**config.mk**
```make
export PLATFORM = sky130hd
export DESIGN_NAME = nx_ia_mem_port_arb
export DESIGN_NICKNAME = d
export VERILOG_FILES = /design/src/rtl/nx_ia_mem_port_arb_pkg.sv /design/src/rtl/nx_ia_rd_tag_pipe.sv /design/src/rtl/nx_ia_mem_port_arb.sv
export SDC_FILE = /design/constraint.sdc
export NUM_CORES = 1
export LEC_CHECK = 0
export ABC_AREA = 1
export BUFFER_PORTS_ARGS = -buffer_cell sky130_fd_sc_hd__buf_4
export CORE_AREA = 5 5 176 178
export DETAILED_ROUTE_END_ITERATION = 6
export DIE_AREA = 0 0 181 183
export SLEW_MARGIN = 20
export SYNTH_ARGS = -nofsm -noshare
export SYNTH_HDL_FRONTEND = slang
export SYNTH_SLANG_ARGS = --single-unit
```
**constraint.sdc**
```tcl
create_clock -name clk -period 1.6 [get_ports clk]
set_clock_uncertainty 0.1 [all_clocks]
set_input_delay 0.24 -clock clk [delete_from_list [all_inputs] [get_ports clk]]
set_output_delay 0.24 -clock clk [all_outputs]
set_load 0.02 [all_outputs]
```
**src/rtl/nx_ia_mem_port_arb_pkg.sv**
```systemverilog
// Shared types for the SRAM port arbiter: read-tag bundle and owner encoding.
// Ports: none (package only).
package nx_ia_mem_arbPKG;

    typedef enum logic {
        OWN_HW = 1'b0,
        OWN_SW = 1'b1
    } owner_e;

    typedef struct packed {
        logic   vld;
        owner_e owner_sw;
        logic   is_cmp;
    } rd_tag_t;

    localparam rd_tag_t TAG_NONE = '{
        vld:      1'b0,
        owner_sw: OWN_HW,
        is_cmp:   1'b0
    };

    // Non-returning accesses collapse to TAG_NONE so stale owner bits never leak.
    function automatic rd_tag_t mk_tag(
        input logic vld,
        input logic sw,
        input logic cmp
    );
        rd_tag_t t;
        t = TAG_NONE;
        if (vld) begin
            t.vld      = 1'b1;
            t.owner_sw = sw ? OWN_SW : OWN_HW;
            t.is_cmp   = cmp;
        end
        return t;
    endfunction

endpackage

```
**src/rtl/nx_ia_rd_tag_pipe.sv**
```systemverilog
// Read-tag delay line: a tag entered with an access exits DEPTH cycles later,
// aligned with the SRAM read data. Ports: clk, rst_n, i_tag (in), o_tag (exit).
module nx_ia_rd_tag_pipe
    import nx_ia_mem_arbPKG::*;
#(
    parameter int unsigned DEPTH = 1
) (
    input  logic    clk,
    input  logic    rst_n,
    input  rd_tag_t i_tag,
    output rd_tag_t o_tag
);

    rd_tag_t r_stage [DEPTH];

    always_ff @(posedge clk or negedge rst_n) begin
        if (!rst_n) begin
            for (int i = 0; i < int'(DEPTH); i++) begin
                r_stage[i] <= TAG_NONE;
            end
        end else begin
            r_stage[0] <= i_tag;
            for (int i = 1; i < int'(DEPTH); i++) begin
                r_stage[i] <= r_stage[i-1];
            end
        end
    end

    assign o_tag = r_stage[DEPTH-1];

endmodule

```
**src/rtl/nx_ia_mem_port_arb.sv**
```systemverilog
// Arbitrates a single-port SRAM between the datapath (hw) and indirect-access (sw) ports.
// Ports: sw_* request/response, yield, hw_* request/response, mem_* SRAM interface.
module nx_ia_mem_port_arb
    import nx_ia_mem_arbPKG::*;
#(
    parameter int unsigned N_ADDR_BITS   = 15,
    parameter int unsigned N_DATA_BITS   = 64,
    parameter int unsigned N_AINDEX_BITS = 14,
    parameter int unsigned RD_LATENCY    = 1
) (
    input  logic                     clk,
    input  logic                     rst_n,
    input  logic                     sw_cs,
    input  logic                     sw_ce,
    input  logic                     sw_we,
    input  logic [N_ADDR_BITS-1:0]   sw_add,
    input  logic [N_DATA_BITS-1:0]   sw_wdat,
    input  logic                     yield,
    output logic                     grant,
    output logic                     rsp,
    output logic [N_DATA_BITS-1:0]   sw_rdat,
    output logic                     sw_match,
    output logic [N_AINDEX_BITS-1:0] sw_aindex,
    input  logic                     hw_req,
    input  logic                     hw_we,
    input  logic [N_ADDR_BITS-1:0]   hw_add,
    input  logic [N_DATA_BITS-1:0]   hw_wdat,
    output logic                     hw_gnt,
    output logic                     hw_rvld,
    output logic [N_DATA_BITS-1:0]   hw_rdat,
    output logic                     mem_cs,
    output logic                     mem_we,
    output logic [N_ADDR_BITS-1:0]   mem_add,
    output logic [N_DATA_BITS-1:0]   mem_wdat,
    input  logic [N_DATA_BITS-1:0]   mem_rdat
);

    localparam int unsigned AW  = N_ADDR_BITS;
    localparam int unsigned DW  = N_DATA_BITS;
    localparam int unsigned AIW = N_AINDEX_BITS;

    logic           w_sw_win;
    logic           w_hw_win;
    logic           w_sw_rd;
    logic           w_hw_rd;
    rd_tag_t        w_tag_in;
    rd_tag_t        w_tag_out;

    logic [DW-1:0]  r_cmp_wdat;
    logic [AIW-1:0] r_cmp_idx;
    logic           r_rsp;
    logic           r_hw_rvld;
    logic [DW-1:0]  r_sw_rdat;
    logic           r_sw_match;
    logic [AIW-1:0] r_sw_aindex;
    logic [DW-1:0]  r_hw_rdat;

    // yield lets a starving sw port pre-empt hw; otherwise hw has priority.
    assign w_sw_win = sw_cs && (yield || !hw_req);
    assign w_hw_win = hw_req && !w_sw_win;

    assign grant  = w_sw_win;
    assign hw_gnt = w_hw_win;

    // A compare is a read on the SRAM side, so sw_ce masks sw_we.
    assign w_sw_rd = w_sw_win && (sw_ce || !sw_we);
    assign w_hw_rd = w_hw_win && !hw_we;

    always_comb begin
        mem_cs   = 1'b0;
        mem_we   = 1'b0;
        mem_add  = '0;
        mem_wdat = '0;
        if (w_sw_win) begin
            mem_cs   = 1'b1;
            mem_we   = sw_we && !sw_ce;
            mem_add  = sw_add;
            mem_wdat = sw_ce ? '0 : sw_wdat;
        end else if (w_hw_win) begin
            mem_cs   = 1'b1;
            mem_we   = hw_we;
            mem_add  = hw_add;
            mem_wdat = hw_wdat;
        end
    end

    assign w_tag_in = mk_tag(
        w_sw_rd || w_hw_rd,
        w_sw_win,
        w_sw_win && sw_ce
    );

    nx_ia_rd_tag_pipe #(
        .DEPTH (RD_LATENCY)
    ) u_tag_pipe (
        .clk   (clk),
        .rst_n (rst_n),
        .i_tag (w_tag_in),
        .o_tag (w_tag_out)
    );

    // Only one compare is ever in flight, so a single holding slot suffices.
    always_ff @(posedge clk or negedge rst_n) begin
        if (!rst_n) begin
            r_cmp_wdat <= '0;
            r_cmp_idx  <= '0;
        end else if (w_sw_win && sw_ce) begin
            r_cmp_wdat <= sw_wdat;
            r_cmp_idx  <= sw_add[AIW-1:0];
        end
    end

    always_ff @(posedge clk or negedge rst_n) begin
        if (!rst_n) begin
            r_hw_rvld <= 1'b0;
            r_hw_rdat <= '0;
        end else begin
            r_hw_rvld <= 1'b0;
            if (w_tag_out.vld && (w_tag_out.owner_sw == OWN_HW)) begin
                r_hw_rvld <= 1'b1;
                r_hw_rdat <= mem_rdat;
            end
        end
    end

    always_ff @(posedge clk or negedge rst_n) begin
        if (!rst_n) begin
            r_rsp       <= 1'b0;
            r_sw_rdat   <= '0;
            r_sw_match  <= 1'b0;
            r_sw_aindex <= '0;
        end else begin
            r_rsp <= 1'b0;
            if (w_tag_out.vld && (w_tag_out.owner_sw == OWN_SW)) begin
                r_rsp <= 1'b1;
                if (w_tag_out.is_cmp) begin
                    r_sw_match  <= (mem_rdat == r_cmp_wdat);
                    r_sw_aindex <= r_cmp_idx;
                end else begin
                    r_sw_rdat <= mem_rdat;
                end
            end
        end
    end

    assign rsp       = r_rsp;
    assign hw_rvld   = r_hw_rvld;
    assign sw_rdat   = r_sw_rdat;
    assign sw_match  = r_sw_match;
    assign sw_aindex = r_sw_aindex;
    assign hw_rdat   = r_hw_rdat;

endmodule

```
Yosys cells after proc, flatten, opt, wreduce, memory -nomap -nowiden
Cells that the tools add are included.
Widths: inputs -> output; s select.
{"block": "word_totals", "register_bits": 226}
{"block": "op_classes", "n_eq_ne": 1, "n_mux": 13, "bitwise": 2, "reduce_logical": 18}
{"op": "$mux 64", "n": 3}
{"op": "$eq 64x64->1", "n": 1}
{"op": "$mux 15", "n": 2}
{"op": "$logic_and 1x1->1", "n": 8}
{"op": "$mux 1", "n": 7}
{"op": "$logic_not 1->1", "n": 5}
{"op": "$reduce_and 2->1", "n": 2}
{"op": "$logic_or 1x1->1", "n": 3}
{"op": "$mux 3", "n": 1}
{"op": "$not 1->1", "n": 2}

Depth between registers and ports, before layout
{"block": "depth", "depth_word": 8, "mapped_depth": 10, "ltp_nobuf": 10}

By module
A second synthesis with hierarchy kept.
{"block": "hier_totals", "cells_unflattened": 1223, "area_unflattened_um2": 10207.3}
{"mod": "nx_ia_mem_port_arb", "cells_per_inst": 1220, "n_inst": 1, "area_per_inst_um2": 10132.2, "seq_area_each_um2": 5580.4}
{"mod": "nx_ia_rd_tag_pipe", "cells_per_inst": 3, "n_inst": 1, "area_per_inst_um2": 75.1, "seq_area_each_um2": 75.1}

Worst setup path before layout
Ideal clock, no wire load.
{"block": "synth_timing", "path_type": "input port to output port", "start": "input hw_req", "end": "output mem_wdat[17]", "path_slack_ns": -0.065, "arrival_time_ns": 1.325, "path_buffers": 1, "path_stages": 6, "path_cell_list": "inv_2 -> o21ai_4 -> inv_4 -> nand2_1 -> buf_2 -> o21ai_0"}
{"block": "synth_via", "elab_chain_len": 7}
{"item": "from (decl)", "line_no": "nx_ia_mem_port_arb.sv:24", "rtl": "input logic hw_req,"}
{"item": "$logic_not 1->1", "line_no": "nx_ia_mem_port_arb.sv:59", "rtl": "assign w_sw_win = sw_cs && (yield || !hw_req);"}
{"item": "$logic_or 1x1->1", "line_no": "nx_ia_mem_port_arb.sv:59"}
{"item": "$logic_and 1x1->1", "line_no": "nx_ia_mem_port_arb.sv:59"}
{"item": "$logic_not 1->1", "line_no": "nx_ia_mem_port_arb.sv:60", "rtl": "assign w_hw_win = hw_req && !w_sw_win;"}
{"item": "$logic_and 1x1->1", "line_no": "nx_ia_mem_port_arb.sv:60"}
{"item": "$mux 64", "line_no": "nx_ia_mem_port_arb.sv:79", "rtl": "end else if (w_hw_win) begin"}
{"item": "$mux 64 (*)", "line_no": "nx_ia_mem_port_arb.sv:74", "rtl": "if (w_sw_win) begin"}
{"item": "to (decl)", "line_no": "nx_ia_mem_port_arb.sv:34", "rtl": "output logic [N_DATA_BITS-1:0] mem_wdat,"}
Mark *: on every way between the ends. The rest lies on a longest branch, timed or not.

Final worst setup path
{"block": "layout_timing", "start": "input yield", "end": "output mem_wdat[6]"}
{"block": "layout_via", "elab_chain_len": 6}
{"item": "from (decl)", "line_no": "nx_ia_mem_port_arb.sv:18", "rtl": "input logic yield,"}
{"item": "$logic_or 1x1->1 (*)", "line_no": "nx_ia_mem_port_arb.sv:59"}
{"item": "$logic_and 1x1->1 (*)", "line_no": "nx_ia_mem_port_arb.sv:59"}
{"item": "$logic_not 1->1", "line_no": "nx_ia_mem_port_arb.sv:60"}
{"item": "$logic_and 1x1->1", "line_no": "nx_ia_mem_port_arb.sv:60"}
{"item": "$mux 64", "line_no": "nx_ia_mem_port_arb.sv:79"}
{"item": "$mux 64 (*)", "line_no": "nx_ia_mem_port_arb.sv:74"}
Marks and branches as above.

==> impl_metrics.env <==
export IMPL_area_growth_pct=71.1
export IMPL_crit_type="input port to primary output"
export IMPL_p_seq_frac=0.385
export IMPL_cts_buffers=26
export IMPL_synth_cell_type_count=25
export IMPL_max_vdd_ir_drop_mv=0.615
export IMPL_ant_nets=0
export IMPL_p_int_uw=13000
export IMPL_start_util=0.349
export IMPL_slew_headroom=0.782
export IMPL_power_density_nw_per_um2=1130
export IMPL_reg2reg_depth=7
export IMPL_crit_end="mem_wdat[6]"
export IMPL_synth_avg_cell_area_um2=8.35
export IMPL_leakagePower_uw=0.00906
export IMPL_clk_latency_ns=0.53
export IMPL_n_fill_cell=2527
export IMPL_portBuffers=457
export IMPL_grt_overflow=0
export IMPL_grt_pass1_wl_mm=60.7
export IMPL_max_cap_viol_count=0
export IMPL_drc=0
export IMPL_htreeDepth=1
export IMPL_timing_final_crit_share=1.10
export IMPL_path_max_fanout=16
export IMPL_violations="negative setup slack"
export IMPL_final_nets=2071
export IMPL_antenna_found_initial=1
export IMPL_setup_slack_ns=-0.159
export IMPL_critPathRequiredTime_ns=1.26
export IMPL_detail_route_wl_per_cell_um=19.2
export IMPL_fp_dieH_um=183
export IMPL_cts_sinks=226
export IMPL_switching_power_uw=6680
export IMPL_critPathCaptureType="primary output"
export IMPL_gp_congestion=0.831
export IMPL_tritoncts="built"
export IMPL_ys_seq_area_frac=0.554
export IMPL_max_freq_ghz=0.568
export IMPL_yosysWarningCount=0
export IMPL_grtUsageTotal=0.229
export IMPL_cts_root_buf="clkbuf_16"
export IMPL_ys_ff_latch=226
export IMPL_coreArea_um2=29200
export IMPL_switching_share=0.339
export IMPL_avgViaCountPerCell=4.75
export IMPL_r2r_start="r_cmp_wdat[54]"
export IMPL_final_common_cell="buf_4"
export IMPL_reg2reg_to="sw_match"
export IMPL_regArea_um2=5660
export IMPL_start_kind="input port"
export IMPL_rsz0062_at_grt="yes"
export IMPL_vias=10700
export IMPL_ioPinCount=458
export IMPL_grt_max_degree=73
export IMPL_cts_path_max_buffers=3
export IMPL_run_status="complete, but fails checks"
export IMPL_cts_clk_slew_worst_paths_ns=0.06
export IMPL_finalMaxSlewViolations=0
export IMPL_combPwrFrac=0.337
export IMPL_fin_crit_ns=1.76
export IMPL_wl_mm=43.1
export IMPL_clockPowerShare=0.278
export IMPL_syn_inst=1223
export IMPL_hold_viol=0
export IMPL_drtIter0Drc=638
export IMPL_crit_start="yield"
export IMPL_hpwl_mm=28.7
export IMPL_setup_viol=70
export IMPL_r2r_slack_ns=0.15
export IMPL_syn_cell_area_um2=10200
export IMPL_tightest_slew_ns=0.327
export IMPL_first_global_vias=10800
export IMPL_rows=63
export IMPL_die_x_um=181
export IMPL_dr_pass1_iters=5
export IMPL_hold_class="input port to flip-flop"
export IMPL_syn_nets=1453
export IMPL_drive_gt1_frac=0.345
export IMPL_dpl_worst_slack_ns=-0.117
export IMPL_cp_arrival_ns=1.42
export IMPL_die_area_um2=33100
export IMPL_multi_input_area_um2=3970
export IMPL_finalPower_uw=19700
export IMPL_post_route_util=0.597
export IMPL_most_common_layout_cells="417 x buf_4, 376 x nand2_1, 226 x dfrtp_1"
-- critical path, stage by stage --
cell       delay [ns]
buf_8            0.11
o21ai_4          0.17
inv_4            0.08
nor2_8           0.11
buf_12           0.19
clkbuf_16        0.21
a32o_2           0.18
buf_6            0.13
-- cells by family after synthesis --
| kind of cell | share of synthesized area |
|---|---|
| AND/OR/NAND/NOR | 0.170 |
| AO/OA/AOI/OAI | 0.158 |
| flip-flops | 0.554 |
| buffers and inverters | 0.0872 |
| XOR/XNOR | 0.0309 |
-- what timing repair did --
action	CTS	global route
gates resized for setup	73	114
hold endpoints to repair	433	0
cloned	4	11
hold buffers	145	0
endpoints found under the setup margin	80	81
pin swaps	7	7
buffers inserted	8	1
-- stage by stage --
step           area (µm²)  cells  hold WS [ns]  TNS [ns]
5_1_grt             17500   2247        0.0807     -8.83
6_report            17500   2248        0.0150     -6.14
3_3_place_gp        14300   2037        0.0426     -1.96
2_1_floorplan       10200   1223        -0.156    -0.584
4_1_cts             17000   2238       0.00131     -3.83
3_5_place_dp        14300   2037        0.0414     -4.06
-- power groups by stage --
stage	Combinational [µW]	Clock, µW	Sequential (µW)
detailed placement	5960	0	7630
global route	7140	5840	7720
global placement	5900	0	7590
CTS	6440	5620	7560
finish	6640	5470	7580
floorplan	1820	0	8630
-- synthesized netlist by cell type --
cell        n  area [µm²]
a21oi_1     1        5.00
a22o_1      1        8.76
a32o_1     29         290
buf_1       1        3.75
buf_2      27         135
buf_4       5        37.5
buf_6       2        22.5
clkbuf_1   30         113
clkbuf_2    1        5.00
dfrtp_1   226        5660
inv_1     149         559
inv_2       2        7.51
inv_4       1        6.26
nand2_1   416        1560
nand3_1     3        15.0
nor2_1     33         124
nor2_4      1        11.3
nor2_8      1        20.0
o21ai_0   232        1160
o21ai_1    23         115
o21ai_4     1        16.3
o31ai_2     1        12.5
or2_2       1        6.26
xnor2_1    34         298
xor2_1      2        17.5
-- layout make-up --
class,count,share of cell area
Sequential cell,226,0.324
Antenna cell,1,0.000143
Tap cell,390,0.0279
Timing Repair Buffer,656,0.343
Clock inverter,8,0.00251
Clock buffer,36,0.0418
Inverter,152,0.0331
Multi-Input combinational cell,779,0.227
-- state kept, by name, summed over array words and instances (netlist names) --
| register | cells |
|---|---|
| r_cmp_wdat | 64 |
| u_tag_pipe.o_tag | 3 |
| hw_rdat | 64 |
| hw_rvld | 1 |
| sw_aindex | 14 |
| sw_rdat | 64 |
| r_cmp_idx | 14 |
| sw_match | 1 |
| rsp | 1 |
-- routing by layer --
layer | vias up | share of wire | track usage
met5 | - | 0 | 0
met4 | 0 | 0.040 | 0.0769
met3 | 96 | 0.070 | 0.0470
met2 | 455 | 0.48 | 0.392
met1 | 5030 | 0.41 | 0.291
li1 | 5091 | - | -
-- worst min path at each step --
stage,from,endpoint,slack [ns],depth (start not counted)
6_report,sw_wdat[31],r_cmp_wdat[31],0.01,3
5_1_grt,sw_wdat[31],r_cmp_wdat[31],0.08,3
4_1_cts,sw_wdat[31],r_cmp_wdat[31],0.001,3
3_5_place_dp,rst_n,sw_rdat[4],0.04,1
3_3_place_gp,rst_n,sw_rdat[4],0.04,1
2_1_floorplan,rst_n,hw_rdat[0],-0.16,0
No activity file was read; power rests on OpenSTA's default activity.
